$ cat src/rtl/min_max_tracker_32_bit_if.sv
// Sample-in / result-out bundle for the min/max tracker.
// The tracker uses the slave side; the producer/consumer uses the master side.
interface min_max_tracker_32_bit_if #(
   parameter int DATA_WIDTH  = 32,
   parameter int COUNT_WIDTH = 16
);
   logic [DATA_WIDTH-1:0]  Data_In;
   logic                   Data_Valid_In;
   logic                   Data_Last_In;
   logic                   Data_Ready_Out;
   logic [DATA_WIDTH-1:0]  Min_Out;
   logic [DATA_WIDTH-1:0]  Max_Out;
   logic [COUNT_WIDTH-1:0] Count_Out;
   logic                   Overflow_Out;
   logic                   Result_Valid_Out;
   logic                   Result_Ready_In;

   modport slave (
      input  Data_In, Data_Valid_In, Data_Last_In, Result_Ready_In,
      output Data_Ready_Out, Min_Out, Max_Out, Count_Out, Overflow_Out, Result_Valid_Out
   );

   modport master (
      output Data_In, Data_Valid_In, Data_Last_In, Result_Ready_In,
      input  Data_Ready_Out, Min_Out, Max_Out, Count_Out, Overflow_Out, Result_Valid_Out
   );
endinterface

$ cat src/rtl/min_max_tracker_32_bit.sv
// Per-frame running min/max/count of a sample stream, result held under valid/ready.
// Define MIN_MAX_SIGNED_EN for two's-complement comparison; unsigned otherwise.
module min_max_tracker_32_bit #(
   parameter int DATA_WIDTH  = 32,
   parameter int COUNT_WIDTH = 16
) (
   input  logic Clock_In,
   input  logic Reset_In,
   input  logic Enable_In,
   min_max_tracker_32_bit_if.slave bus
);

   typedef enum logic [1:0] {
      IDLE  = 2'd0,
      ACCUM = 2'd1,
      HOLD  = 2'd2
   } state_t;

   localparam logic [COUNT_WIDTH-1:0] COUNT_ONE = COUNT_WIDTH'(1);
   localparam logic [COUNT_WIDTH-1:0] COUNT_MAX = '1;

   state_t                 state_q, state_d;
   logic [DATA_WIDTH-1:0]  minVal_q, minVal_d;
   logic [DATA_WIDTH-1:0]  maxVal_q, maxVal_d;
   logic [COUNT_WIDTH-1:0] count_q, count_d;
   logic                   overflow_q, overflow_d;

   logic dataReady;
   logic sampleAccept;
   logic belowMin;
   logic aboveMax;
   logic countFull;

   assign dataReady    = Enable_In && (state_q != HOLD);
   assign sampleAccept = bus.Data_Valid_In && dataReady;
   assign countFull    = (count_q == COUNT_MAX);

`ifdef MIN_MAX_SIGNED_EN
   assign belowMin = $signed(bus.Data_In) < $signed(minVal_q);
   assign aboveMax = $signed(bus.Data_In) > $signed(maxVal_q);
`else
   assign belowMin = bus.Data_In < minVal_q;
   assign aboveMax = bus.Data_In > maxVal_q;
`endif

   // Next-state: the first beat seeds the statistics, later beats refine them.
   always_comb begin
      state_d    = state_q;
      minVal_d   = minVal_q;
      maxVal_d   = maxVal_q;
      count_d    = count_q;
      overflow_d = overflow_q;
      case (state_q)
         IDLE: begin
            if (sampleAccept) begin
               minVal_d   = bus.Data_In;
               maxVal_d   = bus.Data_In;
               count_d    = COUNT_ONE;
               overflow_d = 1'b0;
               state_d    = bus.Data_Last_In ? HOLD : ACCUM;
            end
         end
         ACCUM: begin
            if (sampleAccept) begin
               if (belowMin) minVal_d = bus.Data_In;
               if (aboveMax) maxVal_d = bus.Data_In;
               if (countFull) overflow_d = 1'b1;
               else           count_d    = count_q + COUNT_ONE;
               if (bus.Data_Last_In) state_d = HOLD;
            end
         end
         HOLD: begin
            // Draining ignores Enable_In so a stalled upstream never blocks the consumer.
            if (bus.Result_Ready_In) state_d = IDLE;
         end
         default: state_d = IDLE;
      endcase
   end

   always_ff @(posedge Clock_In) begin
      if (Reset_In) begin
         state_q    <= IDLE;
         minVal_q   <= '0;
         maxVal_q   <= '0;
         count_q    <= '0;
         overflow_q <= 1'b0;
      end else begin
         state_q    <= state_d;
         minVal_q   <= minVal_d;
         maxVal_q   <= maxVal_d;
         count_q    <= count_d;
         overflow_q <= overflow_d;
      end
   end

   assign bus.Data_Ready_Out   = dataReady;
   assign bus.Min_Out          = minVal_q;
   assign bus.Max_Out          = maxVal_q;
   assign bus.Count_Out        = count_q;
   assign bus.Overflow_Out     = overflow_q;
   assign bus.Result_Valid_Out = (state_q == HOLD);

endmodule

$ cat src/flat_wrapper.sv
// flat-port wrapper written by rule: the top's interface ports become plain ports
module min_max_tracker_32_bit_flat 
#(
   parameter int DATA_WIDTH  = 32,
   parameter int COUNT_WIDTH = 16
)
  (Clock_In, Reset_In, Enable_In, bus_Data_In, bus_Data_Valid_In, bus_Data_Last_In, bus_Result_Ready_In, bus_Data_Ready_Out, bus_Min_Out, bus_Max_Out, bus_Count_Out, bus_Overflow_Out, bus_Result_Valid_Out);
  min_max_tracker_32_bit_if #(.DATA_WIDTH(DATA_WIDTH), .COUNT_WIDTH(COUNT_WIDTH)) bus_i ();
  input  logic Clock_In;
  input  logic Reset_In;
  input  logic Enable_In;
  input wire logic [$bits(bus_i.Data_In)-1:0] bus_Data_In;
  input wire logic [$bits(bus_i.Data_Valid_In)-1:0] bus_Data_Valid_In;
  input wire logic [$bits(bus_i.Data_Last_In)-1:0] bus_Data_Last_In;
  input wire logic [$bits(bus_i.Result_Ready_In)-1:0] bus_Result_Ready_In;
  output wire logic [$bits(bus_i.Data_Ready_Out)-1:0] bus_Data_Ready_Out;
  output wire logic [$bits(bus_i.Min_Out)-1:0] bus_Min_Out;
  output wire logic [$bits(bus_i.Max_Out)-1:0] bus_Max_Out;
  output wire logic [$bits(bus_i.Count_Out)-1:0] bus_Count_Out;
  output wire logic [$bits(bus_i.Overflow_Out)-1:0] bus_Overflow_Out;
  output wire logic [$bits(bus_i.Result_Valid_Out)-1:0] bus_Result_Valid_Out;
  assign bus_i.Data_In = bus_Data_In;
  assign bus_i.Data_Valid_In = bus_Data_Valid_In;
  assign bus_i.Data_Last_In = bus_Data_Last_In;
  assign bus_i.Result_Ready_In = bus_Result_Ready_In;
  assign bus_Data_Ready_Out = bus_i.Data_Ready_Out;
  assign bus_Min_Out = bus_i.Min_Out;
  assign bus_Max_Out = bus_i.Max_Out;
  assign bus_Count_Out = bus_i.Count_Out;
  assign bus_Overflow_Out = bus_i.Overflow_Out;
  assign bus_Result_Valid_Out = bus_i.Result_Valid_Out;
  min_max_tracker_32_bit #(.DATA_WIDTH(DATA_WIDTH), .COUNT_WIDTH(COUNT_WIDTH)) u_core (.Clock_In(Clock_In), .Reset_In(Reset_In), .Enable_In(Enable_In), .bus(bus_i));
endmodule
$ cat config.mk
export PLATFORM = sky130hd
export DESIGN_NAME = min_max_tracker_32_bit_flat
export DESIGN_NICKNAME = d
export VERILOG_FILES = /design/src/rtl/min_max_tracker_32_bit_if.sv /design/src/rtl/min_max_tracker_32_bit.sv /design/src/flat_wrapper.sv
export SDC_FILE = /design/constraint.sdc
export NUM_CORES = 1
export LEC_CHECK = 0
export CORE_MARGIN = 2
export CORE_UTILIZATION = 55
export CTS_CLUSTER_DIAMETER = 120
export DETAILED_ROUTE_END_ITERATION = 10
export PLACE_DENSITY_LB_ADDON = 0.05
export SETUP_SLACK_MARGIN = 0.02
export SLEW_MARGIN = 10
export SYNTH_ARGS = -nofsm -noshare
export SYNTH_HDL_FRONTEND = slang
export SYNTH_SLANG_ARGS = --single-unit
export TNS_END_PERCENT = 20
$ cat constraint.sdc
create_clock -name Clock_In -period 5.3 [get_ports Clock_In]
set_input_delay 1.06 -clock Clock_In [delete_from_list [all_inputs] [get_ports Clock_In]]
set_output_delay 1.06 -clock Clock_In [all_outputs]
set_load 0.01 [all_outputs]
==> impl_metrics.py <==
metrics = {
    "global_route": {
        "grt_pass1_vias": 4284,
        "antenna_found_initial": 0,
        "grt_pass1_wl_mm": 19.3,
        "grt_overflow": 0,
        "grt.total_usage": 0.237,
        "grt_max_degree": 102,
    },
    "final_layout": {
        "area_growth_syn_to_layout_pct": 27.8,
        "nNetsFinal": 789,
        "utilization": 0.718,
        "final_layout_size_suffix_gt1_frac": 0.0448,
        "fin_cells": 803,
        "diodes": 0,
    },
    "sta": {
        "finClkSkew_ns": 0.0181,
        "final-max-slew-violation-count": 0,
        "rsz0062_at_grt": "false",
        "fmax_mhz": 261,
        "period_minus_slack_ns": 3.84,
        "hold_viol": 0,
        "hold_ws_ns": 0.493,
        "setup_viol": 0,
        "worst-slew-pin-transition_ns": 1.01,
        "maxSlewHeadroom": 0.330,
        "fin_setup_tns_ns": 0,
        "worst_slack_ns": 1.46,
        "period_share": 0.724,
    },
    "place": {
        "placed_cells_incl_taps": 787,
        "place.gp.congestion": 0.830,
        "io_buffers": 120,
        "place_ws_ns": 1.04,
        "dpl.hpwl_mm": 8.67,
    },
    "clock_tree": {
        "clkTransAtPathRegs_ns": 0.09,
        "postCtsHoldBufs": 0,
        "worstSkewPairLatency_ns": 0.37,
        "htreeDepth": 3,
        "cts_buffers": 9,
        "cts-root-buf": "clkbuf_8",
        "post_cts_buffers": 0,
        "cts-root-to-sink-buffers": 2,
        "cts_tree": "done",
        "ctsResizeCount": 0,
        "clock-sinks": 83,
    },
    "synth": {
        "dominantRegCellSynth": "dfxtp_1",
        "synth_edf_count": 0,
        "yosys-top-cells-area": "dfxtp_1 (32%), ha_1 (16%), mux2i_1 (12%)",
        "synthArstFlopShare": 0,
        "synth.distinct_cells": 48,
        "syn_nets": 676,
        "yosysSeqAreaShare": 0.323,
        "synth_area_um2": 5150,
        "synth_commonest_cells": "nand2b_1 (97), dfxtp_1 (83), inv_1 (65)",
        "synth.avg_cell_area_um2": 8.97,
        "ys_ff_latch": 83,
        "yosys_warnings": 0,
        "yosysMostFrequentCell": "nand2b_1",
        "synth_top_area_share": 0.323,
        "synth_top_area_cell": "dfxtp_1",
        "synthCells": 574,
    },
    "setup_path": {
        "end_kind": "flop",
        "cp_max_fo": 26,
        "crit_required_ns": 5.58,
        "cp-start-kind": "input port",
        "worstSetupPathType": "input port to flop",
        "arrival_ns": 4.11,
    },
    "status": {
        "outcome": "completed",
    },
    "route": {
        "initialDrtViolationCount": 95,
        "wl_mm": 11.5,
        "wl_per_cell_um": 14.4,
        "vias": 4254,
        "drc_errors": 0,
        "first_pass_iters": 4,
        "routed_via_density": 5.30,
        "antenna_left": 0,
    },
    "die": {
        "die_w_um": 101,
        "io_pins": 121,
        "die_h_um": 101,
        "coreArea_um2": 9150,
        "row_count": 35,
        "start_util": 0.562,
        "dieArea_um2": 10100,
    },
    "worst_hold_path": {
        "hold_path.class": "flop to flop",
    },
    "job": {
        "maxCapViolations": 0,
    },
    "pwr": {
        "ir_drop_mv": 0.137,
        "p_per_area_nw_per_um2": 236,
        "leakage_nw": 2.72,
    },
}
[critical path, stage by stage]
cell             delay (ns)
clkdlybuf4s50_1        0.47
ha_1                   0.34
nand4_1                0.18
nor4_1                 0.57
a22o_1                 0.27
o32a_2                 0.18
a31o_2                 0.77
mux2i_1                0.27
[flip-flops by register name, indices dropped and copies added, names as in the netlist]
signal,flops
u_core.bus.Overflow_Out,1
u_core.bus.Count_Out,16
u_core.bus.Max_Out,32
u_core.state_q,2
u_core.bus.Min_Out,32
[stage by stage]
step                area, µm²  total power [mW]
finish                   6580              1.55
global route             6580              1.64
CTS                      6580              1.56
detailed placement       6390              1.13
global placement         6390              1.11
floorplan                5150             0.956
[per-layer routing]
| layer | track usage | vias up | wire [µm] |
|---|---|---|---|
| li1 | - | 2188 | - |
| met1 | 0.298 | 1974 | 5320 |
| met2 | 0.411 | 77 | 5630 |
| met3 | 0.0298 | 15 | 383 |
| met4 | 0.0927 | 0 | 196 |
| met5 | 0 | - | 0 |
[cell type report]
type / instances / area (µm²)
flip-flops and latches: 83 / 1660
repair buffers: 122 / 1220
well taps: 111 / 139
fillers: 708 / 2580
inverters: 65 / 244
clock buffers: 10 / 138
clock inverters: 6 / 46.3
multi-input cells: 406 / 3120
[logic make-up after synthesis]
family,after synthesis,synth area share
compound gates,65,0.0817
xor+xnor,11,0.0187
fa+ha+maj,64,0.156
buf+inv,85,0.0703
flops,83,0.323
mux,64,0.124
simple gates,202,0.226
[layout by cell type (no fill, tap or decap), drive strengths merged, types with 11 or more instances in the layout]
cell,instances
mux2i,64
nand4,15
ha,64
inv,68
o21ai,11
nand2,24
dfxtp,83
nand2b,97
clkdlybuf4s50,119
nor2,25
nand3,11
a21oi,32
[worst paths after layout]
check        cells past startpoint                    from  slack (ns)                      to
min reg2reg                      2  u_core.bus.Min_Out[27]        0.49  u_core.bus.Min_Out[27]
max                              8         bus_Data_In[31]        1.46   u_core.bus.Min_Out[4]
max reg2reg                      8  u_core.bus.Min_Out[31]        2.25   u_core.bus.Min_Out[4]
min                              2  u_core.bus.Min_Out[27]        0.49  u_core.bus.Min_Out[27]
[power by group]
group	internal, mW	leakage, nW	switching (mW)
Clock	0.187	0.0897	0.251
Combinational	0.216	1.95	0.196
Sequential	0.664	0.678	0.0361
(Power assumes the default switching activity.)
